File: config.mk
export PLATFORM = sky130hd
export DESIGN_NAME = result_packer_flat
export DESIGN_NICKNAME = d
export VERILOG_FILES = /design/src/rtl/packer_pkg.sv /design/src/rtl/result_packer_if.sv /design/src/rtl/result_packer.sv /design/src/flat_wrapper.sv
export SDC_FILE = /design/constraint.sdc
export NUM_CORES = 1
export LEC_CHECK = 0
export CORE_ASPECT_RATIO = 1.5
export CORE_MARGIN = 5
export CORE_UTILIZATION = 50
export DETAILED_ROUTE_END_ITERATION = 12
export GPL_ROUTABILITY_DRIVEN = 1
export GPL_TIMING_DRIVEN = 1
export PLACE_DENSITY = 0.75
export SLEW_MARGIN = 25
export SYNTH_ARGS = -nofsm -noshare
export SYNTH_HDL_FRONTEND = slang
export SYNTH_SLANG_ARGS = --single-unit
File: constraint.sdc
create_clock -name clk_i -period 3.55 [get_ports clk_i]
set_clock_uncertainty 0.2 [all_clocks]
set_input_delay 0.8875 -clock clk_i [delete_from_list [all_inputs] [get_ports clk_i]]
set_output_delay 0.8875 -clock clk_i [all_outputs]
set_load 0.1 [all_outputs]
File: src/rtl/packer_pkg.sv
// packer_pkg: shared sizes and state encoding for the byte-to-word result packer.
package packer_pkg;
    localparam int DEF_DATA_W    = 8;
    localparam int DEF_NUM_BYTES = 4;
    localparam int IDX_W         = $clog2(DEF_NUM_BYTES);
    typedef enum logic [1:0] {IDLE, FILL, FLUSH_WAIT} state_t;
endpackage

File: src/rtl/result_packer_if.sv
// result_packer_if: byte input stream, flush request and packed-word output handshake.
interface result_packer_if
    import packer_pkg::*;
#(
    parameter int DATA_W    = DEF_DATA_W,
    parameter int NUM_BYTES = DEF_NUM_BYTES
);
    logic                        in_valid;
    logic                        in_ready;
    logic [DATA_W-1:0]           in_data;
    logic                        flush;
    logic                        out_valid;
    logic                        out_ready;
    logic [DATA_W*NUM_BYTES-1:0] out_data;
    logic [NUM_BYTES-1:0]        out_keep;
    modport master (output in_valid, in_data, flush, out_ready, input in_ready, out_valid, out_data, out_keep);
    modport slave  (input in_valid, in_data, flush, out_ready, output in_ready, out_valid, out_data, out_keep);
endinterface

File: src/rtl/result_packer.sv
// result_packer: packs NUM_BYTES consecutive bytes into one word with a keep mask,
// with a flush request that emits a partial word once the output slot is free.
module result_packer
    import packer_pkg::*;
#(
    parameter int DATA_W    = DEF_DATA_W,
    parameter int NUM_BYTES = DEF_NUM_BYTES
) (
    input  logic             clk_i,
    input  logic             reset,
    result_packer_if.slave   bus
);
    localparam int IW = $clog2(NUM_BYTES);
    localparam int WW = DATA_W * NUM_BYTES;

    state_t               state_q, state_d;
    logic [IW-1:0]        idx_q, idx_d;
    logic [WW-1:0]        acc_q, acc_d, acc_w, data_q, data_d;
    logic [NUM_BYTES-1:0] keep_q, keep_d, keep_w, okeep_q, okeep_d;
    logic                 vld_q, vld_d;
    logic                 slot_free, last, in_fire, flush_eff, load, clr;

    assign slot_free     = !vld_q || bus.out_ready;
    assign last          = idx_q == IW'(NUM_BYTES - 1);
    assign bus.in_ready  = !reset && state_q != FLUSH_WAIT && (!last || slot_free);
    assign in_fire       = bus.in_valid && bus.in_ready;
    assign flush_eff     = bus.flush || state_q == FLUSH_WAIT;
    assign bus.out_valid = vld_q;
    assign bus.out_data  = data_q;
    assign bus.out_keep  = okeep_q;

    // acc_w/keep_w include this cycle's byte, so a same-cycle flush or completion sees it
    always_comb begin
        acc_w = acc_q;
        if (in_fire) acc_w[idx_q*DATA_W +: DATA_W] = bus.in_data;
        keep_w  = keep_q | (NUM_BYTES'(in_fire) << idx_q);
        load    = (in_fire && last) || (flush_eff && slot_free && keep_w != '0);
        clr     = load || (flush_eff && slot_free);
        state_d = clr ? IDLE : flush_eff ? FLUSH_WAIT : (in_fire || idx_q != '0) ? FILL : IDLE;
        idx_d   = clr ? '0 : idx_q + IW'(in_fire);
        acc_d   = clr ? '0 : acc_w;
        keep_d  = clr ? '0 : keep_w;
        data_d  = load ? acc_w : data_q;
        okeep_d = load ? keep_w : okeep_q;
        vld_d   = load || (vld_q && !bus.out_ready);
    end

    always_ff @(posedge clk_i) begin
        if (reset) begin
            state_q <= IDLE;
            idx_q   <= '0;
            acc_q   <= '0;
            keep_q  <= '0;
            data_q  <= '0;
            okeep_q <= '0;
            vld_q   <= 1'b0;
        end else begin
            state_q <= state_d;
            idx_q   <= idx_d;
            acc_q   <= acc_d;
            keep_q  <= keep_d;
            data_q  <= data_d;
            okeep_q <= okeep_d;
            vld_q   <= vld_d;
        end
    end
endmodule

File: src/flat_wrapper.sv
// flat-port wrapper written by rule: the top's interface ports become plain ports
module result_packer_flat import packer_pkg::*;
#(
    parameter int DATA_W    = DEF_DATA_W,
    parameter int NUM_BYTES = DEF_NUM_BYTES
)
  (clk_i, reset, bus_in_valid, bus_in_data, bus_flush, bus_out_ready, bus_in_ready, bus_out_valid, bus_out_data, bus_out_keep);
  result_packer_if #(.DATA_W(DATA_W), .NUM_BYTES(NUM_BYTES)) bus_i ();
  input  logic clk_i;
  input  logic reset;
  input wire logic [$bits(bus_i.in_valid)-1:0] bus_in_valid;
  input wire logic [$bits(bus_i.in_data)-1:0] bus_in_data;
  input wire logic [$bits(bus_i.flush)-1:0] bus_flush;
  input wire logic [$bits(bus_i.out_ready)-1:0] bus_out_ready;
  output wire logic [$bits(bus_i.in_ready)-1:0] bus_in_ready;
  output wire logic [$bits(bus_i.out_valid)-1:0] bus_out_valid;
  output wire logic [$bits(bus_i.out_data)-1:0] bus_out_data;
  output wire logic [$bits(bus_i.out_keep)-1:0] bus_out_keep;
  assign bus_i.in_valid = bus_in_valid;
  assign bus_i.in_data = bus_in_data;
  assign bus_i.flush = bus_flush;
  assign bus_i.out_ready = bus_out_ready;
  assign bus_in_ready = bus_i.in_ready;
  assign bus_out_valid = bus_i.out_valid;
  assign bus_out_data = bus_i.out_data;
  assign bus_out_keep = bus_i.out_keep;
  result_packer #(.DATA_W(DATA_W), .NUM_BYTES(NUM_BYTES)) u_core (.clk_i(clk_i), .reset(reset), .bus(bus_i));
endmodule
==> results of run 1 <==
-- cell families (layout without fill, tap and decap cells) --
kind of cell / count (synthesis) / count (layout) / synth area share (%)
simple gates: 95 / 95 / 15.8
buf+inv: 29 / 81 / 3.99
mux: 32 / 32 / 10.0
fa+ha+maj: 10 / 10 / 3.92
compound gates: 78 / 78 / 18.0
flops: 77 / 77 / 48.2
-- synth_stat cells --
cell type,count
sky130_fd_sc_hd__nand3b_1,1
sky130_fd_sc_hd__nand3_1,1
sky130_fd_sc_hd__buf_2,9
sky130_fd_sc_hd__nand2b_1,3
sky130_fd_sc_hd__and3_1,1
sky130_fd_sc_hd__o21a_1,1
sky130_fd_sc_hd__a21oi_1,4
sky130_fd_sc_hd__a21o_1,1
sky130_fd_sc_hd__and2_1,32
sky130_fd_sc_hd__buf_6,1
sky130_fd_sc_hd__inv_1,2
sky130_fd_sc_hd__a211oi_1,72
sky130_fd_sc_hd__mux2i_1,32
sky130_fd_sc_hd__clkbuf_1,17
sky130_fd_sc_hd__ha_1,10
sky130_fd_sc_hd__nor2_1,42
sky130_fd_sc_hd__nor2b_1,2
sky130_fd_sc_hd__and4_1,2
sky130_fd_sc_hd__nor3b_1,3
sky130_fd_sc_hd__nor3_1,1
sky130_fd_sc_hd__and3b_1,2
sky130_fd_sc_hd__or3_1,1
sky130_fd_sc_hd__dfxtp_1,77
sky130_fd_sc_hd__nor4bb_1,1
sky130_fd_sc_hd__nand4_1,3
-- per-layer routing --
layer  vias to the layer above  track usage [%]  part of all wire (%)
met5                         -                0                     0
li1                       1257                -                     -
met2                        60             31.8                    49
met1                      1213             24.8                    44
met4                         0             10.3                   2.6
met3                        16             3.55                   4.1
-- power groups by stage --
stage / logic, uW / clock network, uW / registers (uW)
global route: 520 / 656 / 929
global placement: 492 / 0 / 942
floorplan: 140 / 0 / 1180
finish: 496 / 604 / 924
detailed placement: 498 / 0 / 944
CTS: 498 / 617 / 924
-- flip-flops by register name, summed over array words and instances, names as in the netlist --
signal and flops:
u_core.acc_q 32, u_core.bus.out_data 32, u_core.bus.out_keep 4, u_core.bus.out_valid 1, u_core.idx_q 2, u_core.keep_q 4, u_core.state_q 2
-- area by class of cell --
cell class | instances | share of cell area (%)
Clock buffer | 9 | 3.20
Clock inverter | 7 | 1.49
Inverter | 2 | 0.194
Multi-Input combinational cell | 215 | 39.5
Sequential cell | 77 | 39.9
Tap cell | 74 | 2.40
Timing Repair Buffer | 63 | 13.3
-- cells in the final DEF, fill, tap and decap left out, types with 3 or more instances in the layout --
master                            instances
sky130_fd_sc_hd__buf_4                   50
sky130_fd_sc_hd__nand4_1                  3
sky130_fd_sc_hd__clkdlybuf4s50_1         12
sky130_fd_sc_hd__inv_6                    3
sky130_fd_sc_hd__nor3b_1                  3
sky130_fd_sc_hd__clkinvlp_4               3
sky130_fd_sc_hd__dfxtp_1                 77
sky130_fd_sc_hd__and2_1                  32
sky130_fd_sc_hd__nand2b_1                 3
sky130_fd_sc_hd__ha_1                    10
sky130_fd_sc_hd__a211oi_1                72
sky130_fd_sc_hd__a21oi_1                  4
sky130_fd_sc_hd__nor2_1                  42
sky130_fd_sc_hd__clkbuf_8                 9
sky130_fd_sc_hd__mux2i_1                 32
-- worst min path at each step --
stage / to / slack (ns) / start / cells after the start
global route: u_core.acc_q[10]$_SDFF_PP0_ / 0.32 / u_core.acc_q[10]$_SDFF_PP0_ / 2
detailed placement: u_core.keep_q[1]$_SDFF_PP0_ / 0.27 / u_core.keep_q[1]$_SDFF_PP0_ / 2
global placement: u_core.keep_q[1]$_SDFF_PP0_ / 0.27 / u_core.keep_q[1]$_SDFF_PP0_ / 2
finish: u_core.acc_q[10]$_SDFF_PP0_ / 0.29 / u_core.acc_q[10]$_SDFF_PP0_ / 2
floorplan: u_core.keep_q[1]$_SDFF_PP0_ / 0.23 / u_core.keep_q[1]$_SDFF_PP0_ / 2
CTS: u_core.keep_q[1]$_SDFF_PP0_ / 0.30 / u_core.keep_q[1]$_SDFF_PP0_ / 2
-- through the flow --
stage / util (%) / hold slack [ns] / cell area [um^2] / setup WS [ns]
6_report: 62.6 / 0.293 / 3860 / 0.426
4_1_cts: 62.6 / 0.295 / 3860 / 0.413
2_1_floorplan: - / 0.233 / 3200 / 0.404
3_5_place_dp: 59.7 / 0.274 / 3680 / 0.133
5_1_grt: 62.6 / 0.323 / 3860 / 0.310
3_3_place_gp: 59.7 / 0.272 / 3680 / 0.274
-- worst reg2reg max path, cell delays in order, from the launching register on --
cell                       delay, ns
sky130_fd_sc_hd__dfxtp_1        0.51
sky130_fd_sc_hd__ha_1           0.22
sky130_fd_sc_hd__nand3b_1       0.11
sky130_fd_sc_hd__and3_1         0.19
sky130_fd_sc_hd__ha_1           0.20
sky130_fd_sc_hd__ha_1           0.18
sky130_fd_sc_hd__nor2_1         0.18
sky130_fd_sc_hd__nand3_1        0.16
sky130_fd_sc_hd__a21o_1         0.22
sky130_fd_sc_hd__buf_4          0.20
sky130_fd_sc_hd__a211oi_1       0.28
==> impl_results.md, run 1 <==
- Row cnt: 35
- Ratio of routed vias to standard cells: between 5 and 6
- Leakage component of the power: 0.00161 uW
- Total internal power: around 1300 uW
- Cells along the critical path: clkdlybuf4s50_1 -> nand3b_1 -> buf_4 -> and3b_1 -> buf_12
- Status: finished clean
- Worst Hold Class: reg -> reg
- Largest area contributor in the netlist: sky130_fd_sc_hd__dfxtp_1
- Number of antenna cells inserted: 0
- Final Hold Vio Count: 0
- Biggest cell delay along the critical path: between 0.4 and 0.5 ns
- Pin count of the biggest net entering global routing: 40
- Clock tree from TritonCTS: yes
- Fmax: 320 MHz
- Worst Setup Start Kind: primary input
- Clock network fraction of design power: 29.8%
- Syn_nets: 344
- Part of the power in combinational logic: about a quarter
- Area share of the leading cell type in the synthesized netlist: 48.2%
- Setup fix buffers added after clock tree synthesis: 0
- Areal power density over the cells: 524 mW/mm^2
- Worst Reg-to-Reg Cells: 10
- Remaining number of nets flagged by the antenna check after routing: 0
- Max-slew headroom: 50.9%
- Actual slew at the worst max-slew pin: about 0.73 ns
- Net Sw Power: 736 uW
- Routed vias: roughly 2,500
- Number of I/O port buffers: 50
- Kind of end point of the critical path: primary output
- Share of cells above drive strength 1: between 10% and 20%
- Launch instance of the worst register-to-register path: u_core.idx_q[0]$_SDFF_PP0_
- Critical path capture point: bus_in_ready
- Post-layout min period: 3.12 ns
- Overall die width: 75.3 um
- GRT Overall Usage: 19.8%
- Flops & latches, synth: 77
- Area of combinational cells with multiple inputs: 0.00153 mm^2
- Die H: 108 um
- Core region area: 0.00617 mm^2
- Area growth syn-to-layout: 20.9%
- Worst vdd rail ir drop: 0.429 mV
- Delay-heaviest family, CP: buffers and inverters
- Iteration count of the initial detailed-routing pass: 4
- Sw Share: 36.4%
- RSZ-0062 raised after global routing: false
- Total Power: roughly 2000 uW
- Filler cell count: 552
- PostCTS Resize Cnt: 0
- Placed instance count: 431
- Top area cells in the synthesized netlist: sky130_fd_sc_hd__dfxtp_1 (48%), sky130_fd_sc_hd__a211oi_1 (17%), sky130_fd_sc_hd__mux2i_1 (10%)
- Sink Count: between 70 and 80
- Final Net Count: 391
- Synthesis Warnings: 0
- Root Driver: sky130_fd_sc_hd__clkbuf_8
- Area enclosed by the die boundary: 0.00812 mm^2
- Number of maximum-capacitance violations: 0
- Synthesized instance count: roughly 320
- Avg Inst Size Synth: 9.96 um^2
- Final max-slew violation count: 0
- Number of global-route vias before repair: 2,522
- Stages on the worst setup path: 5
- Flop pwr share: 45.6%
- Global route overflow: 0
- Reg clk slew, reported paths: 0.08 ns
- CTS Buf Count: 9
- Cell area after technology mapping: 0.00320 mm^2
- Clk_lat worst skew: around 0.35 ns
- Worst Setup Path Type: in -> out
- Post-route insts no fill: approximately 450
- Slowest cell on the critical path: sky130_fd_sc_hd__clkdlybuf4s50_1
- Capturing point of the worst reg2reg path: u_core.bus.out_data[0]$_SDFFE_PP0P_
- Maximum net fanout on the critical path: 5
- Part of the cycle the worst path needs: 88.0%
- Detailed Route WL: around 7.6 mm
- Register-to-Register Setup Slack: 0.80 ns
- Clock buffer depth: 2
- Wire length of the first global-routing pass: roughly 12 mm
- Yosys cell types: 25
- Number of endpoints failing setup at the final stage: 0
- Sequential Area: 0.00154 mm^2
- DRC viols: 0
- Depth of the CTS H-tree: 3
- CTS hold repair buffers: 0
- Antenna violations before repair: 0
- Final weighted congestion in routability-driven placement: 0.811
- Ports: 51
- Endpoint required time on the critical path: about 2.5 ns
- Sequential fraction of the synthesis area: 48.2%
- Number of buffers and inverters on the critical path: 3
- Data arrival at the endpoint of the critical path: about 2.0 ns
- Initial Util: roughly half
- Critical Path Start: bus_out_ready
- Sum of negative setup slack: 0 ns
- Drt wl/cell: roughly 17 um
- Post-DP HPWL: 5.19 mm
- Iteration-0 DRC count of the detailed router: between 90 and 100
No activity file was read; power rests on OpenSTA's default activity.
==> inputs of run 2 (changes only) <==
Settings changed: MAX_ROUTING_LAYER set to met4.
==> run 2 against run 1 <==
Effect of this change: non-clock buffer count did not move; total power fell by 0.14%; sequential share of layout area did not move; highest routed layer unchanged; sequential cell count did not move; largest cell class unchanged; cell count did not move; critical path depth did not move; setup slack barely moved; hold slack barely moved; final area did not move; combinational power barely moved.
==> impl_results.md, run 2 (same netlist as run 1, synthesis figures left out) <==
- Pin count of the biggest net entering global routing: 40 (unchanged)
- Number of global-route vias before repair: 2,527 (+0.20%)
- Antenna violations before repair: 0 (unchanged)
- Final Net Count: 391 (unchanged)
- Final standard cell area without fillers: 0.00386 mm^2 (unchanged)
- Placement Cell Area: 0.00368 mm^2 (unchanged)
- Depth of the CTS H-tree: 3 (unchanged)
- Initial Util: 51.8% (unchanged)
- Ports: 51 (unchanged)
- CTS hold repair buffers: 0 (unchanged)
- Endpoint required time on the critical path: 2.46 ns (about the same)
- Ratio of routed vias to standard cells: 5.68 (-0.31%)
- Worst Hold Class: reg -> reg
- Kind of end point of the critical path: primary output
- Sink Count: 77 (unchanged)
- Most common library cell in the layout ignoring fill and taps: sky130_fd_sc_hd__dfxtp_1
- Post-DP HPWL: 5.19 mm (unchanged)
- Overall die width: 75.3 um (unchanged)
- Clock tree from TritonCTS: yes
- Status: finished clean
- Setup fix buffers added after clock tree synthesis: 0 (unchanged)
- Share of cells above drive strength 1: 18.0% (unchanged)
- DRC viols: 0 (unchanged)
- Fmax: 320 MHz (about the same)
- Maximum net fanout on the critical path: 5 (unchanged)
- Leakage component of the power: 0.00161 uW (unchanged)
- Iteration-0 DRC count of the detailed router: 100 (+9.9%)
- Final max-slew violation count: 0 (unchanged)
- Root Driver: sky130_fd_sc_hd__clkbuf_8
- Detailed Route WL: 7.49 mm (-0.90%)
- Part of the cycle the worst path needs: 88.0% (about the same)
- Max-slew headroom: 50.8% (-0.14 points)
- Data arrival at the endpoint of the critical path: 2.04 ns (about the same)
- Worst Setup Start Kind: primary input
- Routed vias: 2,538 (-0.31%)
- PostCTS Resize Cnt: 0 (unchanged)
- Areal power density over the cells: 523 mW/mm^2 (-0.14%)
- Clock buffer depth: 2 (unchanged)
- Worst vdd rail ir drop: 0.429 mV (+0.11%)
- Final Hold Vio Count: 0 (unchanged)
- Commonest non-fill, non-tap cells in the layout: sky130_fd_sc_hd__dfxtp_1 (77), sky130_fd_sc_hd__a211oi_1 (72), sky130_fd_sc_hd__buf_4 (50)
- CTS Buf Count: 9 (unchanged)
- Sum of negative setup slack: 0 ns (unchanged)
- Core region area: 0.00617 mm^2 (unchanged)
- Final weighted congestion in routability-driven placement: 0.823 (+1.5%)
- Clk_lat worst skew: 0.35 ns (about the same)
- Iteration count of the initial detailed-routing pass: 4 (unchanged)
- Drt wl/cell: 16.8 um (-0.90%)
- Area growth syn-to-layout: 20.9% (unchanged)
- Total Power: 2020 uW (-0.14%)
- Worst Setup Path Type: in -> out
- Post-layout min period: 3.12 ns (+0.0000220 ns)
- Number of antenna cells inserted: 0 (unchanged)
- Reg clk slew, reported paths: 0.08 ns (about the same)
- Area enclosed by the die boundary: 0.00812 mm^2 (unchanged)
- Wire length of the first global-routing pass: 12.2 mm (about the same)
- GRT Overall Usage: 20.3% (+0.55 points)
- Die H: 108 um (unchanged)
- RSZ-0062 raised after global routing: false
- Number of maximum-capacitance violations: 0 (unchanged)
- Number of I/O port buffers: 50 (unchanged)
- Number of endpoints failing setup at the final stage: 0 (unchanged)
- Filler cell count: 552 (unchanged)
- Remaining number of nets flagged by the antenna check after routing: 0 (unchanged)
- Row cnt: 35 (unchanged)
- Global route overflow: 0 (unchanged)
- Actual slew at the worst max-slew pin: 0.736 ns (+0.00203 ns)
## run 2: cell counts in the layout (fill, tap and decap cells not counted)
No cell type changed its count.
## run 2: final timing paths
kind              cells past startpoint                   startpoint  slack [ns]                                   to
setup / recovery                      5                bus_out_ready        0.43                         bus_in_ready
hold / removal                        2  u_core.keep_q[1]$_SDFF_PP0_        0.29          u_core.keep_q[1]$_SDFF_PP0_
setup reg to reg                     10   u_core.idx_q[0]$_SDFF_PP0_        0.80  u_core.bus.out_data[0]$_SDFFE_PP0P_
hold reg to reg                       2  u_core.keep_q[1]$_SDFF_PP0_        0.29          u_core.keep_q[1]$_SDFF_PP0_
## run 2: worst max-delay path, stage by stage
cell and delay (ns):
sky130_fd_sc_hd__clkdlybuf4s50_1 0.46, sky130_fd_sc_hd__nand3b_1 0.13, sky130_fd_sc_hd__buf_4 0.14, sky130_fd_sc_hd__and3b_1 0.22, sky130_fd_sc_hd__buf_12 0.19
## run 2: final cells by class
cell class | count | area, um^2 | area share (%)
clock buffer | 9 | 124 | 3.20
clock inverter | 7 | 57.6 | 1.49
inverter | 2 | 7.51 | 0.194
multi-input combinational | 215 | 1530 | 39.5
sequential | 77 | 1540 | 39.9
tap | 74 | 92.6 | 2.40
timing repair buffer | 63 | 515 | 13.3
## run 2: metal layers
layer	track usage, %	up-vias	share of wire (%)
met5	-	-	0
met4	10.3	0	2.3
met3	3.46	16	3.4
met2	31.9	51	50
met1	24.7	1213	44
li1	-	1258	-
## run 2: stage by stage
stage	setup WS (ns)	utilization (%)	hold WS, ns	cells
after floorplan	0.404	-	0.233	321
after global placement	0.274	59.7	0.272	431
after detailed placement	0.133	59.7	0.274	431
after CTS	0.413	62.6	0.295	447
after global routing	0.310	62.6	0.323	447
final	0.426	62.6	0.293	447
## run 2: where the power goes
part | internal (uW) | switching [uW] | total (uW) | leakage (uW)
clock network | 262 | 340 | 602 | 0.0000829
logic | 125 | 371 | 496 | 0.000902
registers | 901 | 22.1 | 924 | 0.000625
total | 1290 | 733 | 2020 | 0.00161
==> inputs of run 3 (changes only) <==
Settings changed: PLACE_DENSITY 0.75 to 0.83, SLEW_MARGIN 25 to unset.
==> run 3 against run 2 <==
Effect of this change: combinational power about the same; total power up 5.1%; routed wire length down 3.2%; global-route usage about the same; via count down 0.28%; clock power up 17%; core utilization up 0.69 points; hold slack worse by 0.0095 ns; final area up 1.1%; first-iteration DRC count up 73%; non-clock buffer count down 2; fmax down 0.78%; critical path type unchanged; largest cell class unchanged; highest routed layer unchanged.
==> impl_results.md, run 3 (same netlist as run 1, synthesis figures left out) <==
- Worst Setup Path Type: in -> out
- Maximum net fanout on the critical path: 5 (unchanged)
- Fmax: 318 MHz (-0.78%)
- Capturing point of the worst reg2reg path: u_core.bus.out_data[8]$_SDFFE_PP0P_
- Most common library cell in the layout ignoring fill and taps: sky130_fd_sc_hd__dfxtp_1
- Depth of the CTS H-tree: 3 (unchanged)
- Clock tree from TritonCTS: yes
- Initial Util: 51.8% (unchanged)
- Clock network fraction of design power: 33.2% (+3.4 points)
- Total internal power: 1420 uW (+10%)
- Worst Setup Start Kind: primary input
- Area growth syn-to-layout: 22.3%
- Total Power: 2120 uW (+5.1%)
- Iteration-0 DRC count of the detailed router: 173 (+73%)
- Final Net Count: 389 (-0.51%)
- Global route overflow: 0 (unchanged)
- CTS hold repair buffers: 0 (unchanged)
- Reg clk slew, reported paths: 0.08 ns (about the same)
- Part of the cycle the worst path needs: 88.7% (+0.69 points)
- Wire length of the first global-routing pass: 12.3 mm (+0.23%)
- Die H: 108 um (unchanged)
- Kind of end point of the critical path: primary output
- Area enclosed by the die boundary: 0.00812 mm^2 (unchanged)
- DRC viols: 0 (unchanged)
- Ports: 51 (unchanged)
- Routed vias: 2,531 (-0.28%)
- Areal power density over the cells: 544 mW/mm^2 (+4.0%)
- Sink Count: 77 (unchanged)
- Core region area: 0.00617 mm^2 (unchanged)
- Placed instance count: 429 (-0.46%)
- RSZ-0062 raised after global routing: false
- Post-DP HPWL: 5.06 mm (-2.6%)
- Worst vdd rail ir drop: 0.328 mV (-24%)
- Detailed Route WL: 7.26 mm (-3.2%)
- Number of global-route vias before repair: 2,579 (+2.1%)
- Flop pwr share: 43.4% (-2.3 points)
- Net Sw Power: 705 uW (-3.7%)
- Data arrival at the endpoint of the critical path: 2.06 ns (+0.02 ns)
- Number of I/O port buffers: 50 (unchanged)
- Antenna violations before repair: 0 (unchanged)
- Remaining number of nets flagged by the antenna check after routing: 0 (unchanged)
- Leakage component of the power: 0.00163 uW (+1.2%)
- Setup fix buffers added after clock tree synthesis: 0 (unchanged)
- Share of cells above drive strength 1: 17.5% (-0.44 points)
- Number of maximum-capacitance violations: 0 (unchanged)
- Drt wl/cell: 16.3 um (-2.7%)
- Worst Reg-to-Reg Cells: 10 (unchanged)
- Worst Hold Class: reg -> reg
- Register-to-Register Setup Slack: 0.75 ns (-0.05 ns)
- Actual slew at the worst max-slew pin: 0.733 ns (-0.00294 ns)
- Overall die width: 75.3 um (unchanged)
- Post-route insts no fill: 445 (-0.45%)
- Ratio of routed vias to standard cells: 5.69 (+0.17%)
- Commonest non-fill, non-tap cells in the layout: sky130_fd_sc_hd__dfxtp_1 (77), sky130_fd_sc_hd__a211oi_1 (72), sky130_fd_sc_hd__buf_4 (46)
- Iteration count of the initial detailed-routing pass: 4 (unchanged)
- Row cnt: 35 (unchanged)
- Final WS setup: 0.401 ns (-0.0245 ns)
- GRT Overall Usage: 20.3% (-0.050 points)
- Final weighted congestion in routability-driven placement: 0.821 (-0.27%)
- Sum of negative setup slack: 0 ns (unchanged)
- Post-layout min period: 3.15 ns (+0.0245 ns)
- Clk_lat worst skew: 0.35 ns (about the same)
- Part of the power in combinational logic: 23.3% (-1.2 points)
- Final max-slew violation count: 0 (unchanged)
- Endpoint required time on the critical path: 2.46 ns (about the same)
- Number of endpoints failing setup at the final stage: 0 (unchanged)
- CTS Buf Count: 9 (unchanged)
- Final Hold Vio Count: 0 (unchanged)
- PostCTS Resize Cnt: 0 (unchanged)
- Launch instance of the worst register-to-register path: u_core.idx_q[0]$_SDFF_PP0_
- Number of antenna cells inserted: 0 (unchanged)
- Status: finished clean
- Critical Path Start: bus_out_ready
- Pin count of the biggest net entering global routing: 40 (unchanged)
- Root Driver: sky130_fd_sc_hd__clkbuf_8
- Critical path capture point: bus_in_ready
- Post-placement worst setup slack: 0.129 ns (-0.00406 ns)
- Sw Share: 33.2% (-3.1 points)
- Clock buffer depth: 2 (unchanged)
- Max-slew headroom: 51.0% (+0.20 points)
## run 3: cell types whose count changed in the layout (fill, tap and decap cells not counted), sizes merged
cell | previous run | this run
inv | 5 | 2
buf | 51 | 49
bufinv | 0 | 2
clkinv | 1 | 3
clkinvlp | 3 | 2
## run 3: layout make-up
cell class	instances	area [um^2]
well taps	74	92.6
fillers	519	2270
clock inverters	7	90.1
clock buffers	9	124
multi-input cells	215	1530
flip-flops and latches	77	1540
repair buffers	61	526
inverters	2	7.51
## run 3: critical path: stages
cell and delay, ns:
sky130_fd_sc_hd__clkdlybuf4s50_1 0.46, sky130_fd_sc_hd__nand3b_1 0.14, sky130_fd_sc_hd__buf_4 0.15, sky130_fd_sc_hd__and3b_1 0.23
sky130_fd_sc_hd__buf_12 0.19
## run 3: power by group through the flow
stage               clock network (uW)  logic (uW)  registers (uW)
global route                       758         520             928
CTS                                722         498             923
floorplan                            0         140            1180
detailed placement                   0         496             943
finish                             706         495             923
global placement                     0         493             942
## run 3: metal layers
| metal | routed length [um] | global-route usage [%] | vias to the layer above |
|---|---|---|---|
| met4 | 123 | 9.75 | 0 |
| met3 | 311 | 3.18 | 13 |
| li1 | - | - | 1252 |
| met2 | 3760 | 34.0 | 57 |
| met1 | 3060 | 23.0 | 1209 |
| met5 | 0 | - | - |
## run 3: how the worst min path moves through the flow
stage,startpoint,to,slack [ns],cells after the start
after floorplan,u_core.keep_q[1]$_SDFF_PP0_,u_core.keep_q[1]$_SDFF_PP0_,0.23,2
after global placement,u_core.keep_q[3]$_SDFF_PP0_,u_core.keep_q[3]$_SDFF_PP0_,0.26,2
after detailed placement,u_core.keep_q[3]$_SDFF_PP0_,u_core.keep_q[3]$_SDFF_PP0_,0.26,2
after CTS,u_core.keep_q[3]$_SDFF_PP0_,u_core.keep_q[3]$_SDFF_PP0_,0.28,2
after global routing,u_core.keep_q[3]$_SDFF_PP0_,u_core.keep_q[3]$_SDFF_PP0_,0.31,2
final,u_core.keep_q[3]$_SDFF_PP0_,u_core.keep_q[3]$_SDFF_PP0_,0.28,2
## run 3: through the flow
stage | util, % | hold slack, ns | cell area [um^2]
6_report | 63.3 | 0.284 | 3910
5_1_grt | 63.3 | 0.305 | 3910
4_1_cts | 63.3 | 0.276 | 3910
3_5_place_dp | 59.8 | 0.258 | 3690
3_3_place_gp | 59.8 | 0.256 | 3690
2_1_floorplan | - | 0.233 | 3200
==> RTL edit (settings of run 2) <==
Re-encode `state_t` (3 states) as one-hot, 3 bits wide.
--- a/src/rtl/packer_pkg.sv
+++ b/src/rtl/packer_pkg.sv
@@ -3,6 +3,6 @@
     localparam int DEF_DATA_W    = 8;
     localparam int DEF_NUM_BYTES = 4;
     localparam int IDX_W         = $clog2(DEF_NUM_BYTES);
-    typedef enum logic [1:0] {IDLE, FILL, FLUSH_WAIT} state_t;
+    typedef enum logic [2:0] {IDLE = 3'b001, FILL = 3'b010, FLUSH_WAIT = 3'b100} state_t;
 endpackage
 
Check against the original RTL: no difference found for any inputs over 10 cycles, from zero or initial values and one cycle with reset high; not proved beyond that.
==> RTL edit against run 2 <==
First-iteration DRC count increased by 80%. Final area increased by 6.9%. Sequential cell count increased by 1. Area after synthesis increased by 6.9%. Largest cell class is now multi-input combinational cells. Register-to-register slack got worse by 0.32 ns. Wire length about the same. Setup slack got worse by 0.23 ns. Total power decreased by 0.66%.
==> RTL edit: results (changes against run 2) <==
- DP Area: 3950 sq um (was 3680 sq um)
- Max VDD drop: 0.000335 V (was 0.000429 V)
- Status: complete, no violations (unchanged)
- CP Capture Point: u_core.bus.out_data[23] (was bus_in_ready)
- Met1 Use GR: 0.233 (was 0.247)
- Synth top area cells: dfxtp_1, a221oi_2, nor2_1 (was dfxtp_1, a211oi_1, mux2i_1)
- Fin cells: 480 (was 447)
- Area growth syn-to-layout: 21.0% (was 20.9%)
- M1 wire length: 3390 microns (was 3330 microns)
- Multi-input logic portion of the cell area: 0.409 (was 0.395)
- First-pass GRT wire length: 13000 microns (was 12200 microns)
- Non-clock buffer share: 0.143 (was 0.133)
- Most common library cells after synthesis: nor2_1, dfxtp_1, a221oi_2, mux2i_1, a21oi_1 (was dfxtp_1, a211oi_1, nor2_1, and2_1, mux2i_1)
- Clock tree sinks: 78 (was 77)
- Largest net degree at the start of global routing: 42 (was 40)
- Total GRT Usage: 0.188 (was 0.203)
- Syn Nets: 368 (was 344)
- Combinational power share: 0.230 (was 0.245)
- Routability congestion estimate: 0.814 (was 0.823)
- Clock Network Area Fraction: 0.0445 (was 0.0469)
- Vias in the first global route: 2723 (was 2527)
- Multi-input gate area: 1690 sq um (was 1530 sq um)
- Slew @ Worst Pin: 0.678 ns (was 0.736 ns)
- Placed Cells: 464 (was 431)
- Worst min-delay path startpoint: u_core.keep_q[0] (was u_core.keep_q[1])
- Overall power: 2.01 mW (was 2.02 mW)
- Average size of a mapped cell: 9.90 sq um (was 9.96 sq um)
- Flop-to-flop setup slack: 0.48 ns (was 0.80 ns)
- Data arrival time of the critical path: 3.37 ns (was 2.04 ns)
- Layout cells sized above 1: 0.279 (was 0.180)
- Vias per inst: 5.60 (was 5.68)
==> RTL edit: cell count changes after synthesis, moves of 5 or more <==
cell	run 2	this run
nand4_1	3	9
nand2b_1	3	11
nor2_1	42	90
a221oi_2	0	23
a211oi_1	72	2
clkbuf_1	17	6
a21boi_0	0	6
mux2i_1	32	16
nor3_1	1	10
and2_1	32	0
nand2_1	0	6
a21oi_1	4	15
buf_6	1	6
a221oi_1	0	9
==> RTL edit: logic make-up after synthesis <==
group / after synthesis / share of synthesized area
adder cells (fa/ha/maj): 10 / 0.0366
AO/OA/AOI/OAI: 68 / 0.196
multiplexers: 16 / 0.0469
buffers and inverters: 27 / 0.0495
AND/OR/NAND/NOR: 146 / 0.214
flip-flops: 78 / 0.457
==> RTL edit: critical path, cell delays in order <==
cell,delay [ns]
clkdlybuf4s50_1,0.50
and3b_4,0.23
nor3_4,0.19
ha_1,0.20
ha_1,0.14
nor2_1,0.05
nand3_1,0.15
nand2_4,0.08
a21oi_4,0.57
buf_16,0.25
a221oi_1,0.11
